$ cat src/rtl/fv_stream_rx.sv
// Edge-PE receiver: filters the FV stream by PE tag and deserializes element pairs into a
// vector presented over valid/ready. Define FV_RX_DBUF_EN for ping-pong double buffering.
module fv_stream_rx #(
  parameter int NUM_EDGE_PE = 4,
  parameter int MY_PE_TAG   = 0,
  parameter int MAX_FV_NUM  = 16,
  parameter int ELEM_W      = 8,
  parameter int TAG_W       = $clog2(NUM_EDGE_PE),
  parameter int LEN_W       = $clog2(MAX_FV_NUM) + 1
) (
  input  logic                         clk,
  input  logic                         reset,
  input  logic [LEN_W-1:0]             num_fv,
  input  logic                         in_valid,
  input  logic                         in_sos,
  input  logic                         in_eos,
  input  logic [TAG_W-1:0]             in_pe_tag,
  input  logic [2*ELEM_W-1:0]          in_fv_data,
  output logic                         out_valid,
  input  logic                         out_ready,
  output logic [MAX_FV_NUM*ELEM_W-1:0] out_fv,
  output logic [LEN_W-1:0]             out_len,
  output logic                         busy,
  output logic                         err,
  output logic [1:0]                   dbg_state
);

  localparam int BEAT_W = 2 * ELEM_W;
  localparam int VEC_W  = MAX_FV_NUM * ELEM_W;
  localparam int NPAIR  = MAX_FV_NUM / 2;
`ifdef FV_RX_DBUF_EN
  localparam bit DBUF = 1'b1;
`else
  localparam bit DBUF = 1'b0;
`endif

  // Output handshake: out_valid stays high with out_fv/out_len stable until a cycle
  // with out_ready=1; that cycle is the transfer. The input stream has no backpressure.

  typedef enum logic {C_IDLE, C_COLLECT} cstate_t;

  cstate_t          r_state;
  logic [VEC_W-1:0] r_buf [2];
  logic [LEN_W-1:0] r_len [2];
  logic [1:0]       r_full;
  logic             r_wr_sel;
  logic             r_rd_sel;
  logic [LEN_W-1:0] r_cnt;
  logic             r_err;

  logic             w_acc;
  logic             w_xfer;
  logic             w_wr_free;
  logic             w_pair_ok;
  logic [LEN_W-1:0] w_cnt_nxt;
  logic             w_short_start;
  logic             w_short_coll;
  logic [LEN_W-1:0] w_len;
  logic [VEC_W-1:0] w_out_fv;

  assign w_acc     = in_valid && (in_pe_tag == TAG_W'(MY_PE_TAG));
  assign w_xfer    = r_full[r_rd_sel] && out_ready;
  // Single buffer: a same-cycle transfer does not free it, so a new sos there is overflow.
  assign w_wr_free = !r_full[r_wr_sel] || (DBUF && w_xfer && (r_rd_sel == r_wr_sel));
  assign w_pair_ok = (r_cnt < LEN_W'(NPAIR));
  assign w_cnt_nxt = w_pair_ok ? r_cnt + LEN_W'(1) : r_cnt;
  assign w_short_start = ({1'b0, num_fv} > (LEN_W+1)'(2));
  assign w_short_coll  = ({w_cnt_nxt, 1'b0} < {1'b0, r_len[r_wr_sel]});

  always_ff @(posedge clk) begin
    if (reset) begin
      r_state  <= C_IDLE;
      r_full   <= '0;
      r_wr_sel <= 1'b0;
      r_rd_sel <= 1'b0;
      r_cnt    <= '0;
      r_err    <= 1'b0;
      for (int b = 0; b < 2; b++) begin
        r_buf[b] <= '0;
        r_len[b] <= '0;
      end
    end else begin
      if (w_xfer) begin
        r_full[r_rd_sel] <= 1'b0;
        r_rd_sel         <= DBUF ? ~r_rd_sel : 1'b0;
      end
      if (w_acc) begin
        if (in_sos && ((r_state == C_COLLECT) || w_wr_free)) begin
          // A restart mid-collection discards the partial vector.
          if (r_state == C_COLLECT) r_err <= 1'b1;
          r_buf[r_wr_sel] <= VEC_W'(in_fv_data);
          r_len[r_wr_sel] <= num_fv;
          r_cnt           <= LEN_W'(1);
          if (in_eos) begin
            r_full[r_wr_sel] <= 1'b1;
            r_wr_sel         <= DBUF ? ~r_wr_sel : 1'b0;
            r_state          <= C_IDLE;
            if (w_short_start) r_err <= 1'b1;
          end else begin
            r_state <= C_COLLECT;
          end
        end else if (!in_sos && (r_state == C_COLLECT)) begin
          if (w_pair_ok) r_buf[r_wr_sel][int'(r_cnt)*BEAT_W +: BEAT_W] <= in_fv_data;
          else           r_err <= 1'b1;
          r_cnt <= w_cnt_nxt;
          if (in_eos) begin
            r_full[r_wr_sel] <= 1'b1;
            r_wr_sel         <= DBUF ? ~r_wr_sel : 1'b0;
            r_state          <= C_IDLE;
            if (w_short_coll) r_err <= 1'b1;
          end
        end else begin
          r_err <= 1'b1;
        end
      end
    end
  end

  assign w_len = r_len[r_rd_sel];

  // Elements past the latched length read as zero whatever the stream carried.
  always_comb begin
    w_out_fv = '0;
    for (int i = 0; i < MAX_FV_NUM; i++) begin
      if (LEN_W'(i) < w_len) w_out_fv[i*ELEM_W +: ELEM_W] = r_buf[r_rd_sel][i*ELEM_W +: ELEM_W];
    end
  end

  assign out_valid = r_full[r_rd_sel];
  assign out_fv    = w_out_fv;
  assign out_len   = w_len;
  assign busy      = (r_state == C_COLLECT) || (|r_full);
  assign err       = r_err;
  assign dbg_state = {out_valid, r_state == C_COLLECT};

endmodule

$ cat config.mk
export PLATFORM = sky130hd
export DESIGN_NAME = fv_stream_rx
export DESIGN_NICKNAME = d
export VERILOG_FILES = /design/src/rtl/fv_stream_rx.sv
export SDC_FILE = /design/constraint.sdc
export NUM_CORES = 1
export LEC_CHECK = 0
export CAP_MARGIN = 5
export CORE_MARGIN = 2
export CORE_UTILIZATION = 40
export CTS_CLUSTER_DIAMETER = 200
export DETAILED_ROUTE_END_ITERATION = 10
export PLACE_DENSITY = 0.73
export SLEW_MARGIN = 40
export SYNTH_ARGS = -nofsm -noshare
export SYNTH_HDL_FRONTEND = slang
export SYNTH_SLANG_ARGS = --single-unit
$ cat constraint.sdc
create_clock -name clk -period 3.85 [get_ports clk]
set_input_delay 0.77 -clock clk [delete_from_list [all_inputs] [get_ports clk]]
set_output_delay 0.77 -clock clk [all_outputs]
set_load 0.05 [all_outputs]
Word-level counts from Yosys, hierarchy flattened
Memories as Yosys holds them, arrays and structs flattened. A register that Yosys moved wholly into a read port is not among the register bits.
Cells that the tools add are included.
- add/subtract/negate cells: 2
- magnitude comparators: 21
- shifts and indexed selects: 2
- mux-type cells: 192
- bitwise logic cells: 129
- reductions and logical operators: 17
- operators with widths (kind ; number):
    two-way mux 128 bit ; 3
    two-way mux 1 bit ; 163
    two-way mux 8 bit ; 16
    OR 1 bit ; 128
    OR reduction 128 bit ; 1
    variable shift 16 x 33 -> 128 bit, first input constant ; 1
    indexed part select 16 x 33 -> 128 bit ; 1
    < comparator 4 x 5 -> 1 bit, first input constant ; 8
    negator 9 -> 33 bit ; 1
    < comparator 3 x 5 -> 1 bit, first input constant ; 4
    two-way mux 5 bit ; 4
    < comparator 1 x 5 -> 1 bit, first input constant ; 2
    < comparator 2 x 5 -> 1 bit, first input constant ; 2
    two-way mux 2 bit ; 5
    < comparator 6 x 5 -> 1 bit ; 1
    adder 5 x 1 -> 5 bit, second input constant ; 1
    greater-than comparator 5 x 2 -> 1 bit, second input constant ; 1
    logical AND 1 bit ; 5
    < comparator 5 x 4 -> 1 bit, second input constant ; 1
    OR reduction 5 bit ; 1
    nonzero test 2 bit ; 2
    AND reduction 3 bit ; 1
    logical NOT 1 bit ; 2
    logical NOT 2 bit ; 1
    7 further kinds ; 8
- register bits: 10
- bits in writable memories: 266
- input port bits: 29
- output and inout bits: 138
- word-level logic and storage cells: 370
- memories kept: 2
- memory list (memory ; depth ; width ; read ports ; clocked after memory_dff ; write ports ; RTL line ; RTL):
    r_buf ; 2 ; 128 ; 1 ; 0 ; 2 ; 43 ; logic [VEC_W-1:0] r_buf [2];
    r_len ; 2 ; 5 ; 2 ; 1 ; 2 ; 44 ; logic [LEN_W-1:0] r_len [2];

Depth between registers and ports, before layout
- depth after elaboration: 12
- gate-level depth with buffers: 12
- mapped depth without buffers: 9

Least setup slack after synthesis
No wires, ideal clock.
- path kind: reg2reg
- from: reg r_cnt[0]
- to: mem r_buf[0][16] in the netlist's numbering, enable pin
- library setup time: 411 ps
- arrival: 3319 ps
- required time: 3439 ps
- slack: 120 ps
- cell stages (with the launch flop): 13
- buffers on the path: 4
- clock period less this slack: 3730 ps
- path through: dfxtp_1 buf_4 inv_1 ha_1 nor2b_1 nand2b_1 ha_1 clkbuf_1 nand3b_1 nand2b_1 clkbuf_1 clkbuf_1 o21ai_0
- RTL lines (what ; RTL line ; RTL):
    from (decl) ; 48 ; logic [LEN_W-1:0] r_cnt;
    from (signal assigned) ; 105 ; r_cnt <= w_cnt_nxt;
    to (decl) ; 43 ;

==> run_results.csv <==
group,metric,value,unit
global_route,overflow,0,
critical_path,critical_path_buf_inv_count,1,
drt,num_vias,5369,
floorplan,coreArea,0.0173,mm^2
critical_path,crit_type,"reg2out",
timing,hold_viol_final,0,
critical_path,cp_top_family,"buffers and inverters",
synth,synthArstFlopShare,0,%
synth,ys_seq_area_share,61.7,%
cells_and_area,fin_cells,1007,
cells_and_area,nNetsFinal,805,
synth,syn_nets,638,
clocking,clockRootBuffer,"clkbuf_16",
synth,syn_area_per_cell,11.7,um^2
critical_path,crit_path_start_kind,"flop",
critical_path,rr_worst_depth,9,
placed_design,hpwl,13700,um
global_route,grt_antenna_before_repair,0,
cells_and_area,fin_area,0.00958,mm^2
critical_path,worst_setup_path_end_kind,"output port",
timing,timing.fmax,0.279,GHz
synth,synthAdderAreaFrac,1.24,%
critical_path,cp-startpoint,"r_len[0][2]",
floorplan,initial_utilization,40.9,%
clocking,ctsHtreeMaxLevel,4,
hold_path,min_from,"r_full[1]",
pwr,ir_drop,0.328,mV
critical_path,worstPathRequired,3.08,ns
drt,vias_per_cell,5.33,
global_route,grt_pass1_wl,28400,um
critical_path,cp_data_arrival_time,2.81,ns
synth,synth_xor_area_share,0.248,%
critical_path,cp_cell_sequence,"or3_1 > a21oi_1 > nor2b_1 > clkdlybuf4s50_1",
timing,fin_crit_sh,92.9,%
synth,ys_ff_latch,149,
global_route,grt_util_all_layers,20.8,%
critical_path,max_stage_delay,0.74,ns
drt,wire_per_inst,19.4,um
timing,drv_slew,0,
pwr,p_leak,3.33,nW
pwr,power,4.13,mW
timing,rsz0062_at_grt,"no",
floorplan,die_width,137,um
timing,period_needed,3.58,ns
cells_and_area,n_antenna_cell,0,
timing,setup_viol,0,
clocking,cts_hold_buf,0,
synth,yosys_most_used_dff,"edfxtp_1",
drt,final_antenna_net_count,0,
synth,ys_top_cells_by_area,"edfxtp_1 59%, nor2b_1 7.6%, nor3_1 6.8%, and2_1 5.9%, dfxtp_1 3.1%",
critical_path,rr_startpoint,"r_cnt[0]",
synth,synth_top_area_cell,"edfxtp_1",
timing,maxSlewHeadroom,55.6,%
synth,synth_cells,602,
critical_path,crit_path_max_fanout,11,
drt,dr.pass1.iters,5,
outcome,status,"finished clean",
flow_run,maxCapViolCount,0,
synth,synth_area,0.00707,mm^2
drt,first_iter_violations,464,
critical_path,worst_path_max_delay_cell,"clkdlybuf4s50_1",
synth,synth.distinct_cells,52,
cells_and_area,seqCellArea,0.00436,mm^2
pwr,power_density,431,mW/mm^2
drt,drc,0,
global_route,grt_max_degree,33,
synth,synth_edf_count,138,
synth,synthSimpleGateAreaFrac,28.6,%
placed_design,place.gp.congestion,0.883,
hold_path,hp-class,"reg2reg",
placed_design,placed_cell_area,0.00896,mm^2
synth,synth_top_family_by_area,"simple AND/OR/NAND/NOR gates",
critical_path,reg2reg_slack,0.60,ns
placed_design,port_buffers,166,
clocking,cts.clk_slew.worst_paths,0.06,ns
clocking,clkSinkCount,149,
timing,clock-skew-final,0.00664,ns
cells_and_area,num-fill-cells,1408,
timing,tns,0,ns
synth,synth_top_area_share,58.6,%
clocking,cts_setup_buffers,0,
floorplan,pin_count,167,
floorplan,dieArea,0.0188,mm^2
cells_and_area,areaGrowthSynthToFinish,35.4,%
timing,tightest_slew,0.665,ns
floorplan,die_h,137,um
placed_design,dp.cells,975,
critical_path,r2r-end,"r_buf[0][20]",
drt,wirelength,19500,um
cells_and_area,layout-drive-gt1-share,9.97,%
global_route,grt_pass1_vias,5034,
synth,synthMuxAreaShare,1.01,%
clocking,clk_path_buf_depth,2,
hold_path,hold_end,"r_full[1]",
clocking,clk-insertion-delay-late,0.42,ns
clocking,tritoncts,"done",
cells_and_area,multi_input_area,0.00250,mm^2
hold_path,min_path_cells,2,
synth,ys_warn_count,0,
synth,synth_compound_area_share,4.03,%
clocking,numCtsBuffers,17,
floorplan,core.rowCount,48,
==> through the flow <==
stage | setup slack (ns) | utilization [%] | hold slack, ns
global route | 0.110 | 55.4 | 0.528
global placement | 0.586 | 51.8 | 0.452
detailed placement | 0.522 | 51.8 | 0.466
finish | 0.272 | 55.4 | 0.477
CTS | 0.0589 | 55.3 | 0.482
floorplan | 0.120 | - | 0.434
==> what timing repair did <==
| item | in CTS | in global routing |
|---|---|---|
| endpoints found under the hold margin | 0 | 0 |
| resized for setup | 0 | 4 |
| endpoints found under the setup margin | 0 | 4 |
==> layer usage <==
metal | share of wire [%] | track usage [%]
met5 | 0 | 0
met1 | 40 | 26.6
met2 | 49 | 34.4
met4 | 2.9 | 8.30
met3 | 8.6 | 4.63
==> where the power goes <==
group / switching (mW) / internal (mW)
combinational: 0.397 / 0.190
clock: 0.616 / 1.07
sequential: 0.0280 / 1.83
total: 1.04 / 3.09
==> worst register-to-register path: stages, from the launching register on <==
cell	delay, ns
dfxtp_1	0.43
inv_1	0.18
ha_1	0.26
nor2b_1	0.22
nand2b_1	0.09
ha_1	0.65
nand3b_1	0.18
nand2b_2	0.41
o21ai_1	0.25
buf_4	0.26
==> final cells by class <==
cell class / count / area share [%]
clock buffer: 20 / 4.56
clock inverter: 12 / 1.67
timing repair buffer: 186 / 18.9
sequential: 149 / 45.6
inverter: 6 / 0.235
tap: 225 / 2.94
multi-input combinational: 409 / 26.1
==> Yosys cell counts (all sizes together) (9+ instances only) <==
cell type / n
nand2b: 9
nand2: 23
a21oi: 13
and2: 67
nor2: 31
dfxtp: 11
o21ai: 10
nor2b: 86
edfxtp: 138
buf: 18
clkbuf: 20
nor3: 105
==> logic make-up (layout without fill, tap and decap cells) <==
logic type | Yosys count | after routing
and+or+nand+nor | 350 | 350
AOI/OAI and AO/OA | 43 | 43
muxes | 7 | 7
xor gates and xnor gates | 2 | 2
buffers and inverters | 44 | 224
adders and majority gates | 7 | 7
DFF | 149 | 149
==> cells in the final DEF (no fill, tap or decap), drive strengths merged, types with 3 or more instances in the layout <==
master / count
a21o: 3
a21oi: 13
a31oi: 4
and2: 67
and2b: 4
buf: 25
bufinv: 4
clkbuf: 20
clkdlybuf4s50: 158
clkinv: 6
dfxtp: 11
dlymetal6s2s: 3
edfxtp: 138
ha: 7
inv: 6
mux2i: 6
nand2: 23
nand2b: 9
nand4: 4
nor2: 31
nor2b: 86
nor3: 105
o21a: 3
o21ai: 10
or2: 5
==> flip-flops by register name (all words and copies together), names as in the netlist, named ones only <==
register,count
err,1
r_cnt,5
r_len,10
r_buf,128
r_wr_sel,1
r_full,2
r_state,1
==> worst max path at each step <==
stage | end | cells past startpoint
floorplan | r_buf[0][16] | 12
global placement | out_fv[117] | 4
global route | out_fv[68] | 4
detailed placement | out_fv[113] | 4
finish | out_fv[68] | 4
CTS | out_fv[113] | 4
Power figures use the tool's default switching activity.
